## src/rtl/demux_1to2_stream_if.sv

```systemverilog
// Stream bundle for the 1-to-2 demux: one input port, two output channels
// and their delivered-word counters.
interface demux_1to2_stream_if #(
  parameter int WIDTH = 8
);
  logic [WIDTH-1:0] i_data;
  logic             i_valid;
  logic             select_n;
  logic             i_ready;
  logic [WIDTH-1:0] y0_data;
  logic             y0_valid;
  logic             y0_ready;
  logic [WIDTH-1:0] y1_data;
  logic             y1_valid;
  logic             y1_ready;
  logic [7:0]       cnt0;
  logic [7:0]       cnt1;

  modport master (
    output i_data, i_valid, select_n, y0_ready, y1_ready,
    input  i_ready, y0_data, y0_valid, y1_data, y1_valid, cnt0, cnt1
  );

  modport slave (
    input  i_data, i_valid, select_n, y0_ready, y1_ready,
    output i_ready, y0_data, y0_valid, y1_data, y1_valid, cnt0, cnt1
  );
endinterface

```

## src/rtl/demux_1to2_stream.sv

```systemverilog
// 1-to-2 stream demux: each output channel owns a 2-entry FIFO and a
// wrapping count of words delivered downstream.
module demux_1to2_stream_ch #(
  parameter int WIDTH = 8
) (
  input  logic             clk,
  input  logic             rst,
  input  logic             push_i,
  input  logic [WIDTH-1:0] data_i,
  input  logic             ready_i,
  output logic             full_o,
  output logic             valid_o,
  output logic [WIDTH-1:0] data_o,
  output logic [7:0]       cnt_o
);
  localparam logic [1:0] DEPTH = 2'd2;

  logic [1:0][WIDTH-1:0] mem_q;
  logic                  head_q, head_d;
  logic [1:0]            occ_q, occ_d;
  logic [7:0]            cnt_q, cnt_d;
  logic                  pop;
  logic                  wr_idx;

  assign valid_o = (occ_q != 2'd0);
  assign full_o  = (occ_q == DEPTH);
  assign pop     = valid_o & ready_i;
  // Tail slot is head plus occupancy, modulo two; never used when full.
  assign wr_idx  = head_q ^ occ_q[0];
  assign data_o  = mem_q[head_q];
  assign cnt_o   = cnt_q;

  always_comb begin
    occ_d  = occ_q;
    head_d = head_q;
    cnt_d  = cnt_q;
    case ({push_i, pop})
      2'b10:   occ_d = occ_q + 2'd1;
      2'b01:   occ_d = occ_q - 2'd1;
      default: ;
    endcase
    if (pop) begin
      head_d = ~head_q;
      cnt_d  = cnt_q + 8'd1;
    end
  end

  always_ff @(posedge clk) begin
    if (rst) begin
      occ_q  <= 2'd0;
      head_q <= 1'b0;
      cnt_q  <= 8'd0;
    end else begin
      occ_q  <= occ_d;
      head_q <= head_d;
      cnt_q  <= cnt_d;
    end
  end

  // Storage is not reset; contents only matter while occupancy is nonzero.
  always_ff @(posedge clk) begin
    if (push_i) mem_q[wr_idx] <= data_i;
  end
endmodule

module demux_1to2_stream #(
  parameter int WIDTH = 8
) (
  input logic                clk,
  input logic                rst,
  demux_1to2_stream_if.slave bus
);
  localparam int NUM_CH = 2;

  logic [NUM_CH-1:0]            full, push, rdy, vld;
  logic [NUM_CH-1:0][WIDTH-1:0] dout;
  logic [NUM_CH-1:0][7:0]       cnt;

  assign rdy         = {bus.y1_ready, bus.y0_ready};
  // Ready looks only at the addressed channel's registered occupancy.
  assign bus.i_ready = ~full[bus.select_n];
  assign push[0]     = bus.i_valid & bus.i_ready & ~bus.select_n;
  assign push[1]     = bus.i_valid & bus.i_ready &  bus.select_n;

  for (genvar k = 0; k < NUM_CH; k++) begin : g_ch
    demux_1to2_stream_ch #(.WIDTH(WIDTH)) u_ch (
      .clk     (clk),
      .rst     (rst),
      .push_i  (push[k]),
      .data_i  (bus.i_data),
      .ready_i (rdy[k]),
      .full_o  (full[k]),
      .valid_o (vld[k]),
      .data_o  (dout[k]),
      .cnt_o   (cnt[k])
    );
  end

  assign bus.y0_valid = vld[0];
  assign bus.y1_valid = vld[1];
  assign bus.y0_data  = dout[0];
  assign bus.y1_data  = dout[1];
  assign bus.cnt0     = cnt[0];
  assign bus.cnt1     = cnt[1];
endmodule
```

## src/flat_wrapper.sv

```systemverilog
// flat-port wrapper written by rule: the top's interface ports become plain ports
module demux_1to2_stream_flat 
#(
  parameter int WIDTH = 8
)
  (clk, rst, bus_i_data, bus_i_valid, bus_select_n, bus_y0_ready, bus_y1_ready, bus_i_ready, bus_y0_data, bus_y0_valid, bus_y1_data, bus_y1_valid, bus_cnt0, bus_cnt1);
  demux_1to2_stream_if #(.WIDTH(WIDTH)) bus_i ();
  input logic clk;
  input logic rst;
  input wire logic [$bits(bus_i.i_data)-1:0] bus_i_data;
  input wire logic [$bits(bus_i.i_valid)-1:0] bus_i_valid;
  input wire logic [$bits(bus_i.select_n)-1:0] bus_select_n;
  input wire logic [$bits(bus_i.y0_ready)-1:0] bus_y0_ready;
  input wire logic [$bits(bus_i.y1_ready)-1:0] bus_y1_ready;
  output wire logic [$bits(bus_i.i_ready)-1:0] bus_i_ready;
  output wire logic [$bits(bus_i.y0_data)-1:0] bus_y0_data;
  output wire logic [$bits(bus_i.y0_valid)-1:0] bus_y0_valid;
  output wire logic [$bits(bus_i.y1_data)-1:0] bus_y1_data;
  output wire logic [$bits(bus_i.y1_valid)-1:0] bus_y1_valid;
  output wire logic [$bits(bus_i.cnt0)-1:0] bus_cnt0;
  output wire logic [$bits(bus_i.cnt1)-1:0] bus_cnt1;
  assign bus_i.i_data = bus_i_data;
  assign bus_i.i_valid = bus_i_valid;
  assign bus_i.select_n = bus_select_n;
  assign bus_i.y0_ready = bus_y0_ready;
  assign bus_i.y1_ready = bus_y1_ready;
  assign bus_i_ready = bus_i.i_ready;
  assign bus_y0_data = bus_i.y0_data;
  assign bus_y0_valid = bus_i.y0_valid;
  assign bus_y1_data = bus_i.y1_data;
  assign bus_y1_valid = bus_i.y1_valid;
  assign bus_cnt0 = bus_i.cnt0;
  assign bus_cnt1 = bus_i.cnt1;
  demux_1to2_stream #(.WIDTH(WIDTH)) u_core (.clk(clk), .rst(rst), .bus(bus_i));
endmodule
```

## config.mk

```make
export PLATFORM = sky130hd
export DESIGN_NAME = demux_1to2_stream_flat
export DESIGN_NICKNAME = d
export VERILOG_FILES = /design/src/rtl/demux_1to2_stream_if.sv /design/src/rtl/demux_1to2_stream.sv /design/src/flat_wrapper.sv
export SDC_FILE = /design/constraint.sdc
export NUM_CORES = 1
export LEC_CHECK = 0
export ABC_AREA = 1
export CORE_MARGIN = 8
export CORE_UTILIZATION = 46
export DETAILED_ROUTE_END_ITERATION = 6
export GPL_TIMING_DRIVEN = 0
export PLACE_DENSITY = 0.74
export RECOVER_POWER = 50
export SKIP_CTS_REPAIR_TIMING = 1
export SYNTH_ARGS = -nofsm -noshare
export SYNTH_HDL_FRONTEND = slang
export SYNTH_SLANG_ARGS = --single-unit
```

## constraint.sdc

```tcl
create_clock -name clk -period 1.6 [get_ports clk]
set_clock_uncertainty 0.2 [all_clocks]
set_input_delay 0.32 -clock clk [delete_from_list [all_inputs] [get_ports clk]]
set_output_delay 0.32 -clock clk [all_outputs]
set_load 0.005 [all_outputs]
```

# == Word level (Yosys, flattened, before mapping) ==
# Cells that the tools add are included.
# op_classes
n_addsub,6
magnitude_cmp,7
n_eq_ne,6
muxes,14
bitwise_logic,11
n_reduce_logical,6
# op_table
op,count
two-way mux 8 bit,6
bitwise mux 16 bit,2
adder 8 x 1 -> 8 bit (second input constant),2
demux 8 bit (select 1 bit),2
less-than comparator 1 x 2 -> 1 bit (second input constant),5
== test 2 bit (second input constant),4
one-hot mux 2 bit (2 select lines),2
nonzero test 2 bit,4
AND 1 bit,5
adder 2 x 1 -> 2 bit (second input constant),2
== test 2 x 1 -> 1 bit (second input constant),2
inverter 1 bit,4
subtractor 2 x 1 -> 2 bit (second input constant),2
>= comparator 1 bit (second input constant),2
logical AND 1 bit,2
two-way mux 1 bit,2
XOR 1 bit,2
# word_totals
ff_bits,54
input_bits,14
word_cells,60

# == Longest topological paths before layout ==
# logic_depth
ltp_word,8
depth_mapped,13
ltp_nobuf,13

# == Cells and area by module ==
# From an unflattened synthesis, not the netlist that was laid out.
# unflattened
cells_unflattened,275
hier_area_um2,2443.6
# by_module_without_submodules
mod,instances,cells_each,area_each_um2
demux_1to2_stream_ch,2,133,1202.4
demux_1to2_stream,1,9,38.8

# == Worst setup path after synthesis ==
# Ideal clock, no wire load.
# synth_path
path_kind,reg2reg
startpoint,reg u_core.g_ch[1].u_ch.occ_q[0]
endpoint,reg u_core.g_ch[0].u_ch.occ_q[1]
setup_time_ns,0.113
t_arrival_ns,1.421
t_required_ns,1.287
slack_ns,-0.133
stages_incl_launch_ff,12
synth_period_minus_slack_ns,1.733
cell_sequence,dfxtp_1 -> buf_6 -> nor2_1 -> nand2_1 -> nand2_1 -> inv_1 -> nand3_1 -> ha_1 -> nor3_1 -> nand2_1 -> nand2_1 -> nor2_1
# synth_between
elab_chain_cells,8
word_cells_on_any_way,10
cone_classes,3 x eq/ne; 3 x mux; 3 x bitwise; 1 x reduce/logical
# synth_lines
element,line_no,text
start: declaration,demux_1to2_stream.sv:20,"logic [1:0] occ_q, occ_d;"
start signal: assignment,demux_1to2_stream.sv:50,occ_q <= 2'd0;
start signal: assignment,demux_1to2_stream.sv:54,occ_q <= occ_d;
== test 2 bit *,demux_1to2_stream.sv:26,assign full_o = (occ_q == DEPTH);
two-way mux 1 bit (implied by the code) * (2 in series),demux_1to2_stream.sv:81,assign bus.i_ready = ~full[bus.select_n];
inverter 1 bit *,demux_1to2_stream.sv:81,
named net bus_i_ready,flat_wrapper.sv:15,output wire logic [$bits(bus_i.i_ready)-1:0] bus_i_ready;
AND 1 bit * (2 in series),demux_1to2_stream.sv:82,assign push[0] = bus.i_valid & bus.i_ready & ~bus.select_n;
== test 2 x 1 -> 1 bit / == test 2 bit (equally long branches),demux_1to2_stream.sv:37,"case ({push_i, pop})"
one-hot mux 2 bit (2 select lines) / nonzero test 2 bit (equally long branches),--,
end signal: assignment,demux_1to2_stream.sv:50,
end signal: assignment,demux_1to2_stream.sv:54,
end: declaration,demux_1to2_stream.sv:20,
# Mark *: on every way through the listed nets, which the timed path passes. The rest lies on a longest branch. The select of a mux whose other input is x is not followed.
# A chain may end at the register's enable or synchronous reset.

# == Final worst setup path ==
# layout_path
startpoint,reg u_core.g_ch[1].u_ch.occ_q[1]
endpoint,reg u_core.g_ch[1].u_ch.occ_q[1]
# layout_between
word_cells_on_any_way,14
cone_classes,2 x add/sub; 3 x eq/ne; 3 x mux; 4 x bitwise; 2 x reduce/logical
# layout_lines
element,line_no,text
nonzero test 2 bit *,demux_1to2_stream.sv:25,assign valid_o = (occ_q != 2'd0);
AND 1 bit *,demux_1to2_stream.sv:27,assign pop = valid_o & ready_i;
named net u_core.g_ch[1].u_ch.pop,demux_1to2_stream.sv:22,logic pop;
== test 2 x 1 -> 1 bit / == test 2 bit (equally long branches),demux_1to2_stream.sv:37,
one-hot mux 2 bit (2 select lines) / nonzero test 2 bit (equally long branches),--,
# Marks and branches as above.

==> impl_metrics.json <==
{
  "power.share.switching_pct": 31.0,
  "r2r_start": "u_core.g_ch[1].u_ch.occ_q[1]$_SDFFE_PP0P_",
  "reg2reg_slack_ns": -0.14,
  "finalInstanceArea_um2": 3570,
  "clk_pin_slew_ns": 0.09,
  "drive_above_1_share_pct": 38.9,
  "tightest_slew_ns": 0.281,
  "ys.flop_type": "edfxtp_1",
  "synth_edf_count": 32,
  "dieArea_um2": 7840,
  "crit_family": "flip-flops",
  "overflow": 0,
  "hold_class": "reg2reg",
  "dp_hpwl_mm": 3.57,
  "core_um2": 5110,
  "p_seq_share_pct": 44.1,
  "grt_pass1_vias": 1772,
  "area_growth_pct": 47.3,
  "die_x_um": 88.6,
  "ys_seq_area_share_pct": 57.9,
  "io_buffers": 48,
  "antenna_found_initial": 0,
  "setup_viol": 20,
  "worstSetupStartpointType": "flip-flop",
  "yosys.area.top_type": "edfxtp_1",
  "ys_ff_latch": 54,
  "synth_area_um2": 2420,
  "insertedDiodeCount": 0,
  "cts_max_level": 2,
  "cts-root-buf": "clkbuf_8",
  "setup_slack_ns": -0.141,
  "cts_buffers": 5,
  "place.gp.congestion": 0.707,
  "p_int_mw": 2.81,
  "seqCellArea_um2": 1460,
  "routed-wl-met2_mm": 2.93,
  "ys_async_sr_fraction_pct": 0,
  "cp_slowest_cell": "dfxtp_4",
  "wire_per_inst_um": 13.2,
  "rows": 26,
  "cp_num_cells": 10,
  "reg2reg_depth": 10,
  "routed_wl_mm": 5.64,
  "synth_top_cells_by_area": "edfxtp_1, dfxtp_1, nand2_1",
  "tns_ns": -1.58,
  "crit_path_end": "u_core.g_ch[1].u_ch.occ_q[1]$_SDFFE_PP0P_",
  "relSlewSlack_pct": 81.2,
  "synth_top_area_share_pct": 39.7,
  "cp_max_fo": 4,
  "grtUsageTotal_pct": 13.0,
  "crit_path_start": "u_core.g_ch[1].u_ch.occ_q[1]$_SDFFE_PP0P_",
  "avgSynthCellArea_um2": 8.94,
  "drcViolationCount": 0,
  "crit_type": "reg2reg",
  "cts.path.max_buffers": 2,
  "power_leakage_nw": 1.78,
  "finalPower_mw": 4.08,
  "dpl_cell_area_um2": 3030,
  "cp-end-kind": "flip-flop",
  "die_h_um": 88.6,
  "arrival_ns": 1.74,
  "power_density_nw_per_um2": 1140,
  "whs_ns": 0.265,
  "avgViaCountPerCell": 4.74,
  "num_vias": 2026,
  "multi_input_area_um2": 980,
  "clk_latency_ns": 0.30,
  "start_util_pct": 47.4,
  "yosys_warnings": 0,
  "reg2reg_to": "u_core.g_ch[1].u_ch.occ_q[1]$_SDFFE_PP0P_",
  "violations": "negative setup slack",
  "io_pins": 49,
  "pwr-share-comb_pct": 33.8,
  "fillers": 404,
  "slew_viol_final": 0,
  "rsz0062_at_grt": "yes",
  "yosysMostFrequentCell": "nand2_1",
  "syn_inst": 271,
  "grt_max_degree": 17,
  "antenna_left": 0,
  "wl_met1_mm": 2.40,
  "slowest_delay_ns": 0.36,
  "outcome": "complete, but fails checks",
  "synthTopCellsByCount": "nand2_1, nor2_1, inv_1, edfxtp_1, dfxtp_1",
  "vdd_drop_max_v": 0.000678,
  "drt-pass1-iter-count": 4,
  "grt_first_pass_wirelength_mm": 7.92,
  "max_cap_viol_count": 0,
  "fmax_mhz": 574,
  "cp.required_ns": 1.60,
  "highest_layer": "met4",
  "post-route-period-util_pct": 109,
  "timing.critical_path.buf_inv": 3,
  "ys_types": 24,
  "p_clk_share_pct": 22.1,
  "post-route-min-period_ns": 1.74,
  "clkSinkCount": 54,
  "finalNetCount": 374,
  "pre_cts_slack_ns": -0.639,
  "route.met3.wl_um": 261,
  "cts_tree": "yes",
  "drt_iter0_markers": 140,
  "cp_cell_sequence": "buf_4, nor2_4, nor2_4, buf_8, ha_1, inv_2, nand2_1, nor2_1, o21ai_0, nor2_1",
  "p_switching_mw": 1.26,
  "hold_violations": 0,
  "syn_nets": 289
}
-- per-stage QoR --
stage          instances  util (%)
6_report             427      69.9
3_3_place_gp         389      59.3
4_1_cts              397      61.4
2_1_floorplan        271         -
3_5_place_dp         389      59.3
5_1_grt              427      69.9
-- layout make-up --
class | count | share of cell area (%)
sequential | 54 | 40.8
multi-input combinational | 175 | 27.5
timing repair buffer | 80 | 20.3
inverter | 35 | 4.07
tap | 70 | 2.45
clock buffer | 6 | 2.03
buffer | 5 | 1.79
clock inverter | 2 | 1.05
-- registers in the layout, indices dropped and copies added (netlist names) --
signal and cells:
u_core.g_ch.u_ch.head_q 2, u_core.g_ch.u_ch.cnt_o 16, u_core.g_ch.u_ch.mem_q 32, u_core.g_ch.u_ch.occ_q 4
-- cells in the final DEF, fill, tap and decap left out, types with 5 or more instances in the layout --
| cell type | n |
|---|---|
| dfxtp_2 | 9 |
| inv_2 | 8 |
| nand2_2 | 18 |
| dlymetal6s2s_1 | 17 |
| a21oi_1 | 7 |
| buf_2 | 9 |
| dlygate4sd3_1 | 8 |
| buf_6 | 8 |
| clkbuf_2 | 8 |
| clkbuf_8 | 5 |
| nand2_1 | 68 |
| o21ai_0 | 6 |
| inv_1 | 24 |
| dfxtp_4 | 12 |
| nand3_1 | 8 |
| nor2_4 | 10 |
| nor2_1 | 31 |
| buf_4 | 26 |
| edfxtp_1 | 32 |
-- power groups by stage --
stage / logic (mW) / clock network [mW] / registers, mW
finish: 1.38 / 0.900 / 1.80
global route: 1.51 / 0.965 / 1.82
CTS: 1.12 / 0.904 / 1.72
detailed placement: 1.12 / 0 / 1.75
global placement: 1.09 / 0 / 1.74
floorplan: 0.630 / 0 / 1.74
-- logic make-up (layout without fill, tap and decap cells) --
family	count (synthesis)	after routing	share of synthesized area [%]
AND/OR/NAND/NOR	151	151	26.8
flip-flops	54	54	57.9
buffers and inverters	42	128	8.16
AO/OA/AOI/OAI	17	17	4.03
adder cells (fa/ha/maj)	4	4	2.07
XOR/XNOR	3	3	1.08
-- layer usage --
metal,vias to the layer above,track usage (%)
li1,1023,-
met1,944,15.6
met2,54,22.0
met3,5,3.44
met4,0,4.15
met5,-,0
-- how the worst min path moves through the flow --
stage,startpoint,end,depth (start not counted)
2_1_floorplan,rst,u_core.g_ch[0].u_ch.cnt_o[2]$_SDFFE_PP0P_,1
3_3_place_gp,u_core.g_ch[1].u_ch.cnt_o[0]$_SDFFE_PP0P_,u_core.g_ch[1].u_ch.cnt_o[0]$_SDFFE_PP0P_,1
3_5_place_dp,u_core.g_ch[1].u_ch.cnt_o[0]$_SDFFE_PP0P_,u_core.g_ch[1].u_ch.cnt_o[0]$_SDFFE_PP0P_,1
4_1_cts,u_core.g_ch[1].u_ch.cnt_o[0]$_SDFFE_PP0P_,u_core.g_ch[1].u_ch.cnt_o[0]$_SDFFE_PP0P_,1
5_1_grt,u_core.g_ch[1].u_ch.cnt_o[0]$_SDFFE_PP0P_,u_core.g_ch[1].u_ch.cnt_o[0]$_SDFFE_PP0P_,1
6_report,u_core.g_ch[1].u_ch.cnt_o[0]$_SDFFE_PP0P_,u_core.g_ch[1].u_ch.cnt_o[0]$_SDFFE_PP0P_,1
No activity file was read; power rests on OpenSTA's default activity.
